File: src/rtl/inst_fetch_queue_pkg.sv
`default_nettype none
// ============================================================================
//  Package     : fetch_pkg
//  Description : Shared constants, queue entry type and a PC alignment
//                helper for the instruction fetch stage.
//  Revision    : 1.0 - initial release
// ============================================================================
package fetch_pkg;

    // Default fetch address after reset (word aligned).
    localparam logic [31:0] RESET_PC_DEFAULT = 32'h0000_0000;

    // Word address width presented to instruction memory (PC[31:2]).
    localparam int unsigned WORD_ADDR_W = 30;

    // Sequential fetch step in bytes.
    localparam logic [31:0] PC_INCR = 32'd4;

    // One buffered instruction together with the PC it was fetched from.
    typedef struct packed {
        logic [31:0] pc;
        logic [31:0] inst;
    } fetch_entry_t;

    // Forces a byte address onto a word boundary.
    function automatic logic [31:0] word_align(input logic [31:0] addr);
        return addr & ~32'h0000_0003;
    endfunction

endpackage
`default_nettype wire

File: src/rtl/inst_fetch_queue_if.sv
`default_nettype none
// ============================================================================
//  Interface   : inst_fetch_queue_if
//  Description : Bundles the memory request/response channel, the downstream
//                instruction handshake and the redirect request of the fetch
//                stage.
//  Modports    : master - the fetch stage (drives requests and instructions)
//                slave  - memory plus downstream/branch side
//  Revision    : 1.0 - initial release
// ============================================================================
interface inst_fetch_queue_if;

    logic                             req_valid;
    logic                             req_ready;
    logic [fetch_pkg::WORD_ADDR_W-1:0] req_addr;
    logic                             resp_valid;
    logic [31:0]                      resp_data;
    logic                             inst_valid;
    logic                             inst_ready;
    logic [31:0]                      inst;
    logic [31:0]                      inst_pc;
    logic                             redirect;
    logic [31:0]                      redirect_pc;

    modport master (
        output req_valid, req_addr, inst_valid, inst, inst_pc,
        input  req_ready, resp_valid, resp_data, inst_ready, redirect, redirect_pc
    );

    modport slave (
        input  req_valid, req_addr, inst_valid, inst, inst_pc,
        output req_ready, resp_valid, resp_data, inst_ready, redirect, redirect_pc
    );

endinterface
`default_nettype wire

File: src/rtl/inst_fetch_queue_fifo.sv
`default_nettype none
// ============================================================================
//  Module      : fetch_fifo
//  Description : Small synchronous FIFO with registered head and a flush
//                that takes priority over push and pop. Head reads as zero
//                while empty.
//  Ports       : clock, reset (async, active-low), flush, push/push_data,
//                pop, head_data, count (current occupancy)
//  Revision    : 1.0 - initial release
// ============================================================================
module fetch_fifo #(
    parameter int unsigned WIDTH = 32,
    parameter int unsigned DEPTH = 4
) (
    input  logic                     clock,
    input  logic                     reset,
    input  logic                     flush,
    input  logic                     push,
    input  logic [WIDTH-1:0]         push_data,
    input  logic                     pop,
    output logic [WIDTH-1:0]         head_data,
    output logic [$clog2(DEPTH):0]   count
);
    localparam int unsigned AW = (DEPTH > 1) ? $clog2(DEPTH) : 1;
    localparam int unsigned CW = $clog2(DEPTH) + 1;
    localparam logic [AW-1:0] PTR_ONE = AW'(1);
    localparam logic [CW-1:0] CNT_ONE = CW'(1);
    localparam logic [CW-1:0] CNT_FULL = CW'(DEPTH);

    logic [WIDTH-1:0] mem_q [DEPTH];
    logic [AW-1:0]    wr_ptr_q, wr_ptr_d;
    logic [AW-1:0]    rd_ptr_q, rd_ptr_d;
    logic [CW-1:0]    count_q, count_d;
    logic             do_push;
    logic             do_pop;

    always_comb begin
        do_pop   = pop && (count_q != '0) && !flush;
        // A full FIFO still accepts a push when the head leaves in the same cycle.
        do_push  = push && !flush && ((count_q != CNT_FULL) || do_pop);
        wr_ptr_d = wr_ptr_q;
        rd_ptr_d = rd_ptr_q;
        count_d  = count_q;
        if (flush) begin
            wr_ptr_d = '0;
            rd_ptr_d = '0;
            count_d  = '0;
        end else begin
            if (do_push) wr_ptr_d = wr_ptr_q + PTR_ONE;
            if (do_pop)  rd_ptr_d = rd_ptr_q + PTR_ONE;
            count_d = count_q + (do_push ? CNT_ONE : '0) - (do_pop ? CNT_ONE : '0);
        end
    end

    always_ff @(posedge clock or negedge reset) begin
        if (!reset) begin
            wr_ptr_q <= '0;
            rd_ptr_q <= '0;
            count_q  <= '0;
        end else begin
            wr_ptr_q <= wr_ptr_d;
            rd_ptr_q <= rd_ptr_d;
            count_q  <= count_d;
        end
    end

    // Storage needs no reset: the head is masked whenever the FIFO is empty.
    always_ff @(posedge clock) begin
        if (do_push) mem_q[wr_ptr_q] <= push_data;
    end

    assign head_data = (count_q != '0) ? mem_q[rd_ptr_q] : '0;
    assign count     = count_q;

endmodule
`default_nettype wire

File: src/rtl/inst_fetch_queue.sv
`default_nettype none
// ============================================================================
//  Module      : inst_fetch_queue
//  Description : Instruction fetch stage. Owns the fetch PC, issues credit-
//                limited word reads to a variable-latency in-order memory and
//                buffers returned instructions for the decode stage. A
//                redirect flushes the queue and discards in-flight responses.
//  Ports       : clock, reset (async, active-low), bus (inst_fetch_queue_if
//                master: memory request/response, instruction handshake,
//                redirect), bubble_cnt (only with INST_FETCH_PERF_EN)
//  Options     : INST_FETCH_PERF_EN - adds a saturating empty-queue cycle
//                counter on output bubble_cnt
//  Revision    : 1.0 - initial release
// ============================================================================
module inst_fetch_queue
    import fetch_pkg::*;
#(
    parameter int unsigned DEPTH    = 4,
    parameter logic [31:0] RESET_PC = RESET_PC_DEFAULT
) (
    input  logic               clock,
    input  logic               reset,
    inst_fetch_queue_if.master bus
`ifdef INST_FETCH_PERF_EN
    ,
    output logic [31:0]        bubble_cnt
`endif
);
    localparam int unsigned      CNT_W        = $clog2(DEPTH) + 1;
    localparam logic [CNT_W:0]   CREDIT_LIMIT = (CNT_W + 1)'(DEPTH);
    localparam logic [CNT_W-1:0] CNT_ONE      = CNT_W'(1);

    logic [31:0]      pc_q, pc_d;
    logic [CNT_W-1:0] outstanding_q, outstanding_d;
    logic [CNT_W-1:0] discard_q, discard_d;
    logic [CNT_W-1:0] q_count;
    logic [CNT_W-1:0] tag_count;
    logic [CNT_W:0]   in_use;
    logic             accept;
    logic             resp_take;
    logic             resp_keep;
    logic             pop;
    logic [31:0]      tag_pc;
    fetch_entry_t     push_entry;
    fetch_entry_t     head;

    always_comb begin
        // Credits see only registered occupancy; a same-cycle pop frees its
        // slot one cycle later.
        in_use        = {1'b0, q_count} + {1'b0, outstanding_q};
        bus.req_valid = reset && (in_use < CREDIT_LIMIT);
        bus.req_addr  = pc_q[31:2];
        accept        = bus.req_valid && bus.req_ready;
        // Responses with nothing outstanding (e.g. left over from before a
        // reset) are ignored.
        resp_take     = bus.resp_valid && (outstanding_q != '0);
        resp_keep     = resp_take && (discard_q == '0) && (tag_count != '0) && !bus.redirect;
        pop           = bus.inst_valid && bus.inst_ready && !bus.redirect;
        push_entry    = '{pc: tag_pc, inst: bus.resp_data};

        pc_d          = accept ? (pc_q + PC_INCR) : pc_q;
        outstanding_d = outstanding_q + (accept ? CNT_ONE : '0) - (resp_take ? CNT_ONE : '0);
        discard_d     = discard_q;
        if (bus.redirect) begin
            pc_d      = word_align(bus.redirect_pc);
            // Everything still in flight after this cycle is stale, including
            // a request accepted right now.
            discard_d = outstanding_d;
        end else if (resp_take && (discard_q != '0)) begin
            discard_d = discard_q - CNT_ONE;
        end
    end

    always_ff @(posedge clock or negedge reset) begin
        if (!reset) begin
            pc_q          <= RESET_PC;
            outstanding_q <= '0;
            discard_q     <= '0;
        end else begin
            pc_q          <= pc_d;
            outstanding_q <= outstanding_d;
            discard_q     <= discard_d;
        end
    end

    // Tags of requests whose responses will be kept; stale tags are flushed on
    // redirect, so discarded responses never pop here.
    fetch_fifo #(
        .WIDTH (32),
        .DEPTH (DEPTH)
    ) u_tag_fifo (
        .clock     (clock),
        .reset     (reset),
        .flush     (bus.redirect),
        .push      (accept),
        .push_data (pc_q),
        .pop       (resp_keep),
        .head_data (tag_pc),
        .count     (tag_count)
    );

    fetch_fifo #(
        .WIDTH ($bits(fetch_entry_t)),
        .DEPTH (DEPTH)
    ) u_inst_fifo (
        .clock     (clock),
        .reset     (reset),
        .flush     (bus.redirect),
        .push      (resp_keep),
        .push_data (push_entry),
        .pop       (pop),
        .head_data (head),
        .count     (q_count)
    );

    assign bus.inst_valid = (q_count != '0);
    assign bus.inst       = head.inst;
    assign bus.inst_pc    = head.pc;

`ifdef INST_FETCH_PERF_EN
    logic [31:0] bubble_cnt_q, bubble_cnt_d;

    always_comb begin
        bubble_cnt_d = bubble_cnt_q;
        if (!bus.inst_valid && (bubble_cnt_q != 32'hFFFF_FFFF)) begin
            bubble_cnt_d = bubble_cnt_q + 32'd1;
        end
    end

    always_ff @(posedge clock or negedge reset) begin
        if (!reset) bubble_cnt_q <= '0;
        else        bubble_cnt_q <= bubble_cnt_d;
    end

    assign bubble_cnt = bubble_cnt_q;
`endif

endmodule
`default_nettype wire
File: src/flat_wrapper.sv
// flat-port wrapper written by rule: the top's interface ports become plain ports
module inst_fetch_queue_flat import fetch_pkg::*;
#(
    parameter int unsigned DEPTH    = 4,
    parameter logic [31:0] RESET_PC = RESET_PC_DEFAULT
)
  (clock, reset, bus_req_valid, bus_req_addr, bus_inst_valid, bus_inst, bus_inst_pc, bus_req_ready, bus_resp_valid, bus_resp_data, bus_inst_ready, bus_redirect, bus_redirect_pc);
  inst_fetch_queue_if bus_i ();
  input  logic clock;
  input  logic reset;
  output wire logic [$bits(bus_i.req_valid)-1:0] bus_req_valid;
  output wire logic [$bits(bus_i.req_addr)-1:0] bus_req_addr;
  output wire logic [$bits(bus_i.inst_valid)-1:0] bus_inst_valid;
  output wire logic [$bits(bus_i.inst)-1:0] bus_inst;
  output wire logic [$bits(bus_i.inst_pc)-1:0] bus_inst_pc;
  input wire logic [$bits(bus_i.req_ready)-1:0] bus_req_ready;
  input wire logic [$bits(bus_i.resp_valid)-1:0] bus_resp_valid;
  input wire logic [$bits(bus_i.resp_data)-1:0] bus_resp_data;
  input wire logic [$bits(bus_i.inst_ready)-1:0] bus_inst_ready;
  input wire logic [$bits(bus_i.redirect)-1:0] bus_redirect;
  input wire logic [$bits(bus_i.redirect_pc)-1:0] bus_redirect_pc;
  assign bus_req_valid = bus_i.req_valid;
  assign bus_req_addr = bus_i.req_addr;
  assign bus_inst_valid = bus_i.inst_valid;
  assign bus_inst = bus_i.inst;
  assign bus_inst_pc = bus_i.inst_pc;
  assign bus_i.req_ready = bus_req_ready;
  assign bus_i.resp_valid = bus_resp_valid;
  assign bus_i.resp_data = bus_resp_data;
  assign bus_i.inst_ready = bus_inst_ready;
  assign bus_i.redirect = bus_redirect;
  assign bus_i.redirect_pc = bus_redirect_pc;
  inst_fetch_queue #(.DEPTH(DEPTH), .RESET_PC(RESET_PC)) u_core (.clock(clock), .reset(reset), .bus(bus_i));
endmodule
File: config.mk
export PLATFORM = sky130hd
export DESIGN_NAME = inst_fetch_queue_flat
export DESIGN_NICKNAME = d
export VERILOG_FILES = /design/src/rtl/inst_fetch_queue_pkg.sv /design/src/rtl/inst_fetch_queue_if.sv /design/src/rtl/inst_fetch_queue_fifo.sv /design/src/rtl/inst_fetch_queue.sv /design/src/flat_wrapper.sv
export SDC_FILE = /design/constraint.sdc
export NUM_CORES = 1
export LEC_CHECK = 0
export CORE_MARGIN = 5
export CORE_UTILIZATION = 57
export CTS_CLUSTER_SIZE = 16
export DETAILED_ROUTE_END_ITERATION = 10
export PLACE_DENSITY = 0.9
export SETUP_SLACK_MARGIN = 0.1
export SYNTH_ARGS = -nofsm -noshare
export SYNTH_HDL_FRONTEND = slang
export SYNTH_HIERARCHICAL = 1
export SYNTH_SLANG_ARGS = --single-unit
File: constraint.sdc
create_clock -name clock -period 4.65 [get_ports clock]
set_input_delay 0.93 -clock clock [delete_from_list [all_inputs] [get_ports clock]]
set_output_delay 0.93 -clock clock [all_outputs]
set_load 0.1 [all_outputs]
; ---- Yosys cells after proc, flatten, opt, wreduce, memory -nomap -nowiden
; Memories as Yosys holds them, arrays and structs flattened.
; Cells that the tools add are included.
[op_classes]
addsub = 13
n_lt_le_gt_ge = 1
eq_ne = 2
muxes = 26
n_reduce_logical = 31
[op_table]
columns = op, count
row1 = 2-to-1 mux 32 bit, 3
row2 = 2-to-1 mux 64 bit, 1
row3 = "adder 32 x 3 -> 32 bit, second input constant", 1
row4 = logical AND 1 bit, 17
row5 = 2-to-1 mux 2 bit, 8
row6 = 2-to-1 mux 3 bit, 4
row7 = nonzero test 2 bit, 6
row8 = nonzero test 3 bit, 4
row9 = 2-to-1 mux 1 bit, 10
row10 = "adder 2 x 1 -> 2 bit, second input constant", 4
row11 = adder 3 x 1 -> 3 bit, 2
row12 = "inequality test 3 bit, second input constant", 2
row13 = subtractor 3 x 1 -> 3 bit, 2
row14 = adder 3 x 3 -> 4 bit, 1
row15 = "< comparator 4 x 3 -> 1 bit, second input constant", 1
row16 = adder 3 bit, 1
row17 = logical NOT 3 bit, 1
row18 = "subtractor 3 x 1 -> 3 bit, second input constant", 1
row19 = subtractor 3 bit, 1
row20 = logical OR 1 bit, 2
row21 = logical NOT 1 bit, 1
[word_totals]
regBits = 52
ramBits = 384
in_bits = 70
elab_cells = 84
mem_count = 2
[memory_table]
columns = memory, words, width, rd, rd_ports_with_merged_regs, wr, line
row1 = u_core.u_inst_fifo.mem_q, 4, 64, 1, 0, 1, inst_fetch_queue_fifo.sv:30  ; logic [WIDTH-1:0] mem_q [DEPTH];
row2 = u_core.u_tag_fifo.mem_q, 4, 32, 1, 0, 1, inst_fetch_queue_fifo.sv:30

; ---- Logic depth before layout (Yosys ltp)
; Gate-level depths: netlist (run 1).
[logic_depth]
word_depth = 13
ltp_mapped = 15

; ---- Modules after synthesis
; Netlist (run 1), hierarchy kept.
[by_module_without_submodules]
columns = module, instances, cells_each, area_per_inst_um2, seq_area_each_um2
row1 = fetch_fifo (u_core.u_inst_fifo), 1, 452, 10123.5, 7862.5
row2 = fetch_fifo (u_core.u_tag_fifo), 1, 251, 5316.3, 4018.9
row3 = inst_fetch_queue, 1, 255, 2254.7, 900.9

; ---- Worst setup path before layout (run 1)
; Ideal clock, no wire load.
[synth_path]
kind = in2reg
from = in bus_redirect
to = mem u_core/u_inst_fifo/mem_q[1][0] (netlist bit) (enable)
setup_time_ns = 0.429
arrival_time_ns = 3.871
t_required_ns = 4.221
setup_slack_ns = 0.350
stages = 5
n_path_buf = 2
cell_sequence = clkbuf_1 > buf_1 > nor4b_1 > nor3b_1 > and2_1
[synth_via]
elab_cells_between_ends = 10
classes_between = 2 x mux / 8 x reduce/logical
[synth_lines]
columns = item, line
row1 = from (decl), flat_wrapper.sv:20  ; input wire logic [$bits(bus_i.redirect)-1:0] bus_redirect;
row2 = logical NOT 1 bit, inst_fetch_queue.sv:57  ; resp_keep = resp_take && (discard_q == '0) && (tag_count != '0) && !bus.redirect;
row3 = logical AND 1 bit, inst_fetch_queue.sv:57
row4 = named net u_core.resp_keep, inst_fetch_queue.sv:41  ; logic resp_keep;
row5 = logical AND 1 bit (2 in series), inst_fetch_queue_fifo.sv:40  ; do_push = push && !flush && ((count_q != CNT_FULL) || do_pop);
row6 = 2-to-1 mux 1 bit, inst_fetch_queue_fifo.sv:69  ; if (do_push) mem_q[wr_ptr_q] <= push_data;
row7 = 2-to-1 mux 1 bit (implied by the code), inst_fetch_queue_fifo.sv:69
row8 = to (decl), inst_fetch_queue_fifo.sv:30
; The timed path passes the listed nets, and every way through them passes these cells.

; ---- Worst setup path in the final report (run 1)
[layout_path]
from = reg u_core.u_inst_fifo.rd_ptr_q[0]
to = out bus_inst_pc[23]
[layout_via]
elab_chain_cells = 2
[layout_rtl]
columns = item, line
row1 = from (decl), inst_fetch_queue_fifo.sv:32  ; logic [AW-1:0] rd_ptr_q, rd_ptr_d;
row2 = from (signal assigned), inst_fetch_queue_fifo.sv:62  ; rd_ptr_q <= rd_ptr_d;
row3 = memory read (4 x 64 bit), -
row4 = 2-to-1 mux 64 bit, inst_fetch_queue_fifo.sv:72  ; assign head_data = (count_q != '0) ? mem_q[rd_ptr_q] : '0;
row5 = to (decl), flat_wrapper.sv:15  ; output wire logic [$bits(bus_i.inst_pc)-1:0] bus_inst_pc;
; Every way passes these cells.

==> reports/metrics.yaml, run 1 <==
status: "completed"
drt-vias-per-instance: 6.03
tns_ps: 0
drv_cap: 0
arrival_ps: 3120
htreeDepth: 2
grt_max_degree: 52
hpwl_um: 23000
grt_setup_unrepaired: "no"
final_layout_size_suffix_gt1_share_pct: 21.2
die_y_um: 186
cp_max_fo: 28
grt_pass1_vias: 10174
finalSetupViolCount: 0
port_buffers: 163
antenna_found_initial: 0
worst_hold_slack_ps: 528
die_w_um: 186
initial_core_util_pct: 57.8
syn_inst: 958
clk_latency_ps: 540
ir_drop_mv: 0.308
yosysTopAreaCell: "edfxtp_1"
final_core_util_pct: 68.8
async_reset_ff_share_pct: 11.5
final.period_utilization_pct: 87.0
reg2reg_to: "u_core/u_tag_fifo/count[2]"
place_area_sq_um: 19700
area_growth_pct: 19.0
path_class: "reg2out"
power_leakage_uw: 0.00694
end_kind: "output port"
slowest_delay_ps: 1010
ys_ff_latch: 434
final_hold_viol_count: 0
vias: 9557
startpoint: "u_core/u_inst_fifo/rd_ptr_q[0]"
drtAntennaViolNets: 0
syn_avg_cell_area_sq_um: 18.5
diodes: 0
cts_setup_buffers: 0
ff_latch_area_sq_um: 12800
cts_resized: 0
gp_congestion: 0.832
fmax_mhz: 247
worst_r2r_path_depth: 14
cts_root_buf: "clkbuf_16"
n_fill_cell: 1859
slew_headroom_pct: 29.0
cts_tree: "built"
slew_violations: 0
wirelength_um: 36500
synth.cell_area_sq_um: 17700
r2r_setup_slack_ps: 870
firstDrtPassIters: 5
cts_made_buffers: 43
num_rows: 64
period_needed_ps: 4050
routedWlPerCell_um: 23.0
p_per_area_nw_per_um2: 402
cts.clk_slew.worst_paths_ps: 60
post-route-drc-count: 0
cpMaxStageDelayCell: "clkdlybuf4s50_1"
synth_edf_count: 384
grt_pass1_wl_um: 57500
core_sq_um: 30600
synth_cell_types: 50
worst_pin_slew_ps: 1060
synth_flop_cell: "edfxtp_1"
nNetsFinal: 1250
worstReg2RegStart: "u_core/u_inst_fifo/count[2]"
cts_hold_buf: 0
fin_area_sq_um: 21100
dieArea_sq_um: 34700
skew_ps: 16.4
cp_cell_sequence: "mux4_2 > nor2b_1 > clkdlybuf4s50_1"
fin_ws_ps: 604
startpoint_type: "flip-flop"
grtUsageTotal_pct: 21.5
io_pins: 166
crit_required_ps: 3720
yosys_warnings: 6
drt_iter0_drc: 836
dpl_worst_slack_ps: 512
ys_top_cells_by_area: "edfxtp_1, mux4_2, dfrtp_1"
clock_sinks: 434
ys_seq_area_share_pct: 72.2
clock_path_buffers: 3
multi_input_area_sq_um: 4610
hp-class: "in2async"
synth_top_cell_area_share_pct: 65.2
overflow: 0
critical path: cells and delay by family (launching register included):
family / cells / cell delay (ps)
buffers and inverters: 1 / 1010
AND/OR/NAND/NOR: 1 / 160
multiplexers: 1 / 590
flip-flops: 1 / 780
layout make-up:
cell class                 count  share of cell area, %
clock buffer                  56                   5.34
inverter                      20                  0.357
tap                          396                   2.35
timing repair buffer         196                   8.44
clock inverter                19                  0.850
multi-input combinational    463                   21.9
sequential                   434                   60.8
logic make-up (layout without fill, tap and decap cells):
logic type / Yosys count / count (layout) / synth area share, %
other: 1 / 8 / 0.0212
DFF: 434 / 434 / 72.2
muxes: 104 / 104 / 12.7
adders and majority gates: 22 / 22 / 1.68
xor gates and xnor gates: 14 / 14 / 0.693
AOI/OAI and AO/OA: 61 / 61 / 2.23
and+or+nand+nor: 254 / 254 / 8.46
buffers and inverters: 68 / 291 / 1.98
worst max path at each step:
stage / cells after the start / to / slack, ps
3_5_place_dp: 13 / u_core/u_inst_fifo/count[2] / 510
6_report: 3 / bus_inst_pc[23] / 600
5_1_grt: 3 / bus_inst_pc[12] / 470
4_1_cts: 3 / bus_inst_pc[23] / 540
2_1_floorplan: 5 / u_core/u_inst_fifo/mem_q[1][0] / 350
3_3_place_gp: 15 / u_core/u_tag_fifo/count[2] / 690
state kept, by name, summed over array words and instances, names as in the netlist, 3 cells and up:
register / flops
u_core/u_inst_fifo/mem_q: 256
u_core/u_tag_fifo/mem_q: 128
u_core/pc_q: 30
u_core/discard_q: 3
u_core/outstanding_q: 3
u_core/u_inst_fifo/count: 3
u_core/u_tag_fifo/count: 3
synthesized netlist by cell type, drive strengths merged, types with 4 or more instances:
library cell  count
o31ai            15
nand2            23
nand3            15
nor2             33
inv              20
mux4             96
buf              23
nor4b             4
nor2b           103
ha               19
mux2i             5
nand2b            6
dfrtp            50
nand4            10
edfxtp          384
or3              10
o21ai            18
a31oi            16
or4              17
xor2              8
and2             11
nor3              5
xnor2             6
clkbuf           25
metrics by stage:
step / std cells / total power [uW]
6_report: 1584 / 8450
5_1_grt: 1584 / 8790
3_3_place_gp: 1509 / 5220
4_1_cts: 1584 / 8520
3_5_place_dp: 1509 / 5270
2_1_floorplan: 965 / 5010
power by group:
part           leakage, uW  internal [uW]  switching (uW)
Sequential         0.00406           4350             113
Clock             0.000632           1870            1380
Combinational      0.00225            250             490
Total              0.00694           6470            1980
cell usage in the layout (no fill, tap or decap), types with 4 or more instances in the layout:
cell type and count:
or3_1 10, and2_4 4, xor2_1 8, nand2_1 23
nand4_1 10, xnor2_1 6, nor2_1 33, and2_1 7
buf_4 78, nand2b_1 6, mux2i_1 5, o21ai_0 18
a31oi_1 16, or4_1 16, inv_1 19, nand3_1 15
clkinv_1 7, clkbuf_16 43, mux4_2 96, clkdlybuf4s50_1 114
clkinv_2 4, o31ai_1 15, ha_1 19, nor2b_1 103
clkbuf_1 13, edfxtp_1 384, dfrtp_1 46, conb_1 8
metal layers:
layer	track usage [%]	vias to the layer above	wire, um
li1	-	4186	-
met1	30.2	4853	14500
met2	36.3	445	18600
met3	3.52	73	2500
met4	5.19	0	876
met5	0	-	0
Power figures use the tool's default switching activity.
==> inputs of run 2 (changes only) <==
--- a/config.mk
+++ b/config.mk
@@ -9,7 +9,7 @@
 export CORE_UTILIZATION = 57
 export CTS_CLUSTER_SIZE = 16
 export DETAILED_ROUTE_END_ITERATION = 10
-export PLACE_DENSITY = 0.9
+export PLACE_DENSITY = 0.79
 export SETUP_SLACK_MARGIN = 0.1
 export SYNTH_ARGS = -nofsm -noshare
 export SYNTH_HDL_FRONTEND = slang
==> reports/metrics.yaml, run 2 (same netlist as run 1, synthesis figures left out) <==
slew_headroom_pct: 28.4
final_common_cell: "edfxtp_1"
ff_latch_area_sq_um: 12800
skew_ps: 27.1
pwr-share-seq_pct: 52.8
switching_share_pct: 23.6
power_frac_clock_pct: 38.7
multi_input_area_sq_um: 4600
dp_cells: 1495
fin_cells: 1573
antenna_found_initial: 0
overflow: 0
worst_hold_slack_ps: 530
gp_congestion: 0.804
core_sq_um: 30600
cp_max_fo: 30
grt_setup_unrepaired: "no"
grt_pass1_wl_um: 53300
largest_register_ffs: 256
drtAntennaViolNets: 0
ir_drop_mv: 0.316
num_rows: 64
worst_r2r_path_depth: 14
cts_resized: 0
combPwrFrac_pct: 8.5
period_needed_ps: 4200
crit_required_ps: 3720
diodes: 0
clock_sinks: 434
grt_max_degree: 67
fin_area_sq_um: 21000
intPower_uw: 6460
end_kind: "output port"
initial_core_util_pct: 57.8
switchingPower_uw: 1990
power_leakage_uw: 0.00690
cts_tree: "built"
dieArea_sq_um: 34700
drt-vias-per-instance: 5.86
p_per_area_nw_per_um2: 402
arrival_ps: 3270
hpwl_um: 20000
finalSetupViolCount: 0
vias: 9217
r2r_setup_slack_ps: 890
hp-class: "in2async"
fmax_mhz: 238
top_register: "u_core/u_inst_fifo/mem_q"
cts_hold_buf: 0
clock_path_buffers: 3
die_w_um: 186
path_class: "reg2out"
cts_made_buffers: 43
io_pins: 166
clk_latency_ps: 550
place_area_sq_um: 19700
port_buffers: 163
worst_pin_slew_ps: 1070
nNetsFinal: 1236
status: "completed"
drv_cap: 0
cts_setup_buffers: 0
cts_root_buf: "clkbuf_16"
layout_common_cells: "edfxtp_1, clkdlybuf4s50_1, nor2b_1"
grtUsageTotal_pct: 19.7
htreeDepth: 2
worstReg2RegStart: "u_core/u_inst_fifo/count[2]"
final_layout_size_suffix_gt1_share_pct: 20.8
final_hold_viol_count: 0
tns_ps: 0
drt_iter0_drc: 588
area_growth_pct: 18.9
n_fill_cell: 1988
slew_violations: 0
grt_pass1_vias: 9682
routedWlPerCell_um: 21.2
die_y_um: 186
startpoint_type: "flip-flop"
reg_top3: "u_core/u_inst_fifo/mem_q (256), u_core/u_tag_fifo/mem_q (128), u_core/pc_q (30)"
wirelength_um: 33400
final.period_utilization_pct: 90.3
firstDrtPassIters: 5
cts.clk_slew.worst_paths_ps: 70
post-route-drc-count: 0
reg2reg_to: "u_core/u_tag_fifo/count[2]"
run 2: metrics by stage:
| stage | setup slack (ps) | total power [uW] | utilization, % |
|---|---|---|---|
| after floorplan | 350 | 5010 | - |
| after global placement | 634 | 5230 | 64.4 |
| after detailed placement | 570 | 5260 | 64.4 |
| after CTS | 406 | 8530 | 68.8 |
| after global routing | 313 | 8790 | 68.8 |
| final | 449 | 8450 | 68.8 |
run 2: worst max-delay path by stage:
stage,startpoint,endpoint,slack [ps],cells after the start
6_report,u_core/u_inst_fifo/rd_ptr_q[1],bus_inst_pc[29],450,4
3_3_place_gp,bus_resp_valid,u_core/u_tag_fifo/count[2],630,15
3_5_place_dp,bus_resp_valid,u_core/u_tag_fifo/count[2],570,15
5_1_grt,u_core/u_inst_fifo/rd_ptr_q[1],bus_inst_pc[29],310,4
4_1_cts,u_core/u_inst_fifo/rd_ptr_q[1],bus_inst_pc[29],410,4
2_1_floorplan,bus_redirect,u_core/u_inst_fifo/mem_q[1][0],350,5
run 2: critical path, stage by stage, from the launching register on:
cell	delay [ps]
dfrtp_2	870
buf_4	340
mux4_2	200
nor2b_1	130
clkdlybuf4s50_1	1170
run 2: layer usage:
metal,track usage (%),wire length [um],up-vias
met5,0,0,-
met4,4.28,563,0
met3,3.35,2120,43
met2,33.0,16600,321
met1,27.9,14100,4711
li1,-,-,4142
run 2: final cells by class:
cell class	instances	share of cell area, %
Clock buffer	50	5.33
Clock inverter	28	1.12
Inverter	20	0.357
Multi-Input combinational cell	463	21.9
Sequential cell	434	60.8
Tap cell	396	2.35
Timing Repair Buffer	182	8.19
run 2: power by group through the flow:
stage	Combinational, uW	Clock (uW)	Sequential (uW)
4_1_cts	723	3350	4460
6_report	718	3270	4460
5_1_grt	779	3530	4480
3_3_place_gp	699	0	4530
2_1_floorplan	306	0	4700
3_5_place_dp	719	0	4540
==> inputs of run 3 (changes only) <==
--- a/config.mk
+++ b/config.mk
@@ -5,11 +5,12 @@
 export SDC_FILE = /design/constraint.sdc
 export NUM_CORES = 1
 export LEC_CHECK = 0
-export CORE_MARGIN = 5
+export CORE_MARGIN = 8
 export CORE_UTILIZATION = 57
 export CTS_CLUSTER_SIZE = 16
 export DETAILED_ROUTE_END_ITERATION = 10
 export PLACE_DENSITY = 0.79
+export RECOVER_POWER = 100
 export SETUP_SLACK_MARGIN = 0.1
 export SYNTH_ARGS = -nofsm -noshare
 export SYNTH_HDL_FRONTEND = slang
==> reports/metrics.yaml, run 3 (same netlist as run 1, synthesis figures left out) <==
worst_hold_slack_ps: 590
die_w_um: 192
intPower_uw: 6690
initial_core_util_pct: 57.8
power_leakage_uw: 0.00698
io_pins: 166
dieArea_sq_um: 36900
path_class: "in2out"
post-route-drc-count: 0
cts_setup_buffers: 0
dpl_worst_slack_ps: 648
switchingPower_uw: 2000
num_rows: 64
tns_ps: 0
arrival_ps: 3200
grt_max_degree: 65
pwr-share-seq_pct: 51.4
power_frac_clock_pct: 40.5
reg_top3: "u_core/u_inst_fifo/mem_q (256), u_core/u_tag_fifo/mem_q (128), u_core/pc_q (30)"
clock_sinks: 434
top_usage_layer: "met2"
cts_made_buffers: 42
met1_usage_pct: 25.8
ir_drop_mv: 0.264
cpMostUsedCell: "clkbuf_1"
slew_headroom_pct: -15.0
grt_setup_unrepaired: "no"
wirelength_um: 35000
power_uw: 8690
n_fill_cell: 1991
cts_root_buf: "clkbuf_16"
cts_resized: 0
nNetsFinal: 1236
cts.clk_slew.worst_paths_ps: 60
core_sq_um: 30600
final_layout_size_suffix_gt1_share_pct: 20.4
finalSetupViolCount: 0
combPwrFrac_pct: 8.1
slew_violations: 295
fin_ws_ps: 519
final_common_cell: "edfxtp_1"
drv_cap: 5
clk_latency_ps: 530
gp_congestion: 0.780
vias: 9301
cp.buffers_inverters: 3
grtUsageMet3_pct: 3.96
final.period_utilization_pct: 88.8
drtAntennaViolNets: 0
firstDrtPassIters: 5
layout_common_cells: "edfxtp_1, nor2b_1, mux4_2"
period_needed_ps: 4130
status: "finished with violations"
antenna_found_initial: 2
place_area_sq_um: 19700
overflow: 0
drt_iter0_drc: 645
hpwl_um: 20900
drt-vias-per-instance: 5.91
largest_register_ffs: 256
end_kind: "output port"
cp_max_fo: 51
skew_ps: 17.8
routedWlPerCell_um: 22.2
cp_cell_sequence: "clkbuf_1 > buf_4 > or4b_1 > nor2_1 > clkbuf_1"
cpMaxStageDelayCell: "clkbuf_1"
violations: "capacitance limit, slew limit"
fin_area_sq_um: 21000
use_met2_pct: 31.3
port_buffers: 163
clock_path_buffers: 3
grt_pass1_wl_um: 54400
cts_tree: "built"
top_register: "u_core/u_inst_fifo/mem_q"
critical_path.top_delay_family: "buffers and inverters"
die_y_um: 192
switching_share_pct: 23.0
grtUsageTotal_pct: 19.0
slowest_delay_ps: 890
crit_required_ps: 3720
p_per_area_nw_per_um2: 414
htreeDepth: 2
worst_pin_slew_ps: 1720
grt_pass1_vias: 9732
final_hold_viol_count: 0
area_growth_pct: 18.5
fmax_mhz: 242
hp-class: "in2async"
startpoint_type: "input port"
cts_hold_buf: 0
run 3: changes by cell type in the layout (fill, tap and decap cells not counted), moves of 3 or more:
cell / change
buf_4: -42
dlygate4sd3_1: +88
clkinv_2: -6
buf_2: +3
and2_1: -4
clkbuf_1: +5
and2_0: +4
buf_12: -5
clkdlybuf4s50_1: -88
clkbuf_2: +41
bufinv_16: +4
run 3: layout make-up:
| type | count | area, sq um | share of cell area (%) |
|---|---|---|---|
| tap | 396 | 495 | 2.36 |
| clock inverter | 25 | 312 | 1.49 |
| sequential | 434 | 12800 | 61.0 |
| clock buffer | 53 | 1150 | 5.50 |
| multi-input combinational | 463 | 4600 | 21.9 |
| antenna | 1 | 2.50 | 0.0119 |
| inverter | 20 | 75.1 | 0.358 |
| timing repair buffer | 183 | 1540 | 7.36 |
run 3: worst paths after layout:
check / startpoint / cells after the start / end / slack [ps]
worst max register to register: u_core/u_inst_fifo/count[2] / 14 / u_core/u_tag_fifo/count[2] / 850
worst min-delay path: reset / 2 / u_core/pc_q[2] / 590
min in group clock: u_core/u_inst_fifo/wr_ptr_q[1] / 2 / u_core/u_inst_fifo/wr_ptr_q[1] / 590
worst max-delay path: reset / 5 / bus_req_valid / 520
max in group asynchronous: reset / 2 / u_core/u_inst_fifo/rd_ptr_q[0] / 3560
worst min register to register: u_core/u_inst_fifo/wr_ptr_q[1] / 2 / u_core/u_inst_fifo/wr_ptr_q[1] / 590
run 3: per-layer routing:
| metal | wire length, um | vias up | part of all wire, % |
|---|---|---|---|
| met5 | 26 | - | 0.074 |
| met4 | 557 | 4 | 1.6 |
| met3 | 2380 | 50 | 6.8 |
| met2 | 17200 | 368 | 49 |
| met1 | 14800 | 4713 | 42 |
| li1 | - | 4166 | - |
run 3: metrics by stage:
step / utilization [%] / std cells
final: 68.5 / 1575
after global routing: 68.5 / 1574
after CTS: 69.1 / 1574
after detailed placement: 64.3 / 1496
after global placement: 64.3 / 1496
after floorplan: - / 965
run 3: power groups by stage:
stage	Clock (uW)	Sequential (uW)	Combinational, uW
finish	3520	4460	704
floorplan	0	4700	306
global placement	0	4530	703
CTS	3590	4460	731
detailed placement	0	4540	718
global route	3730	4480	756
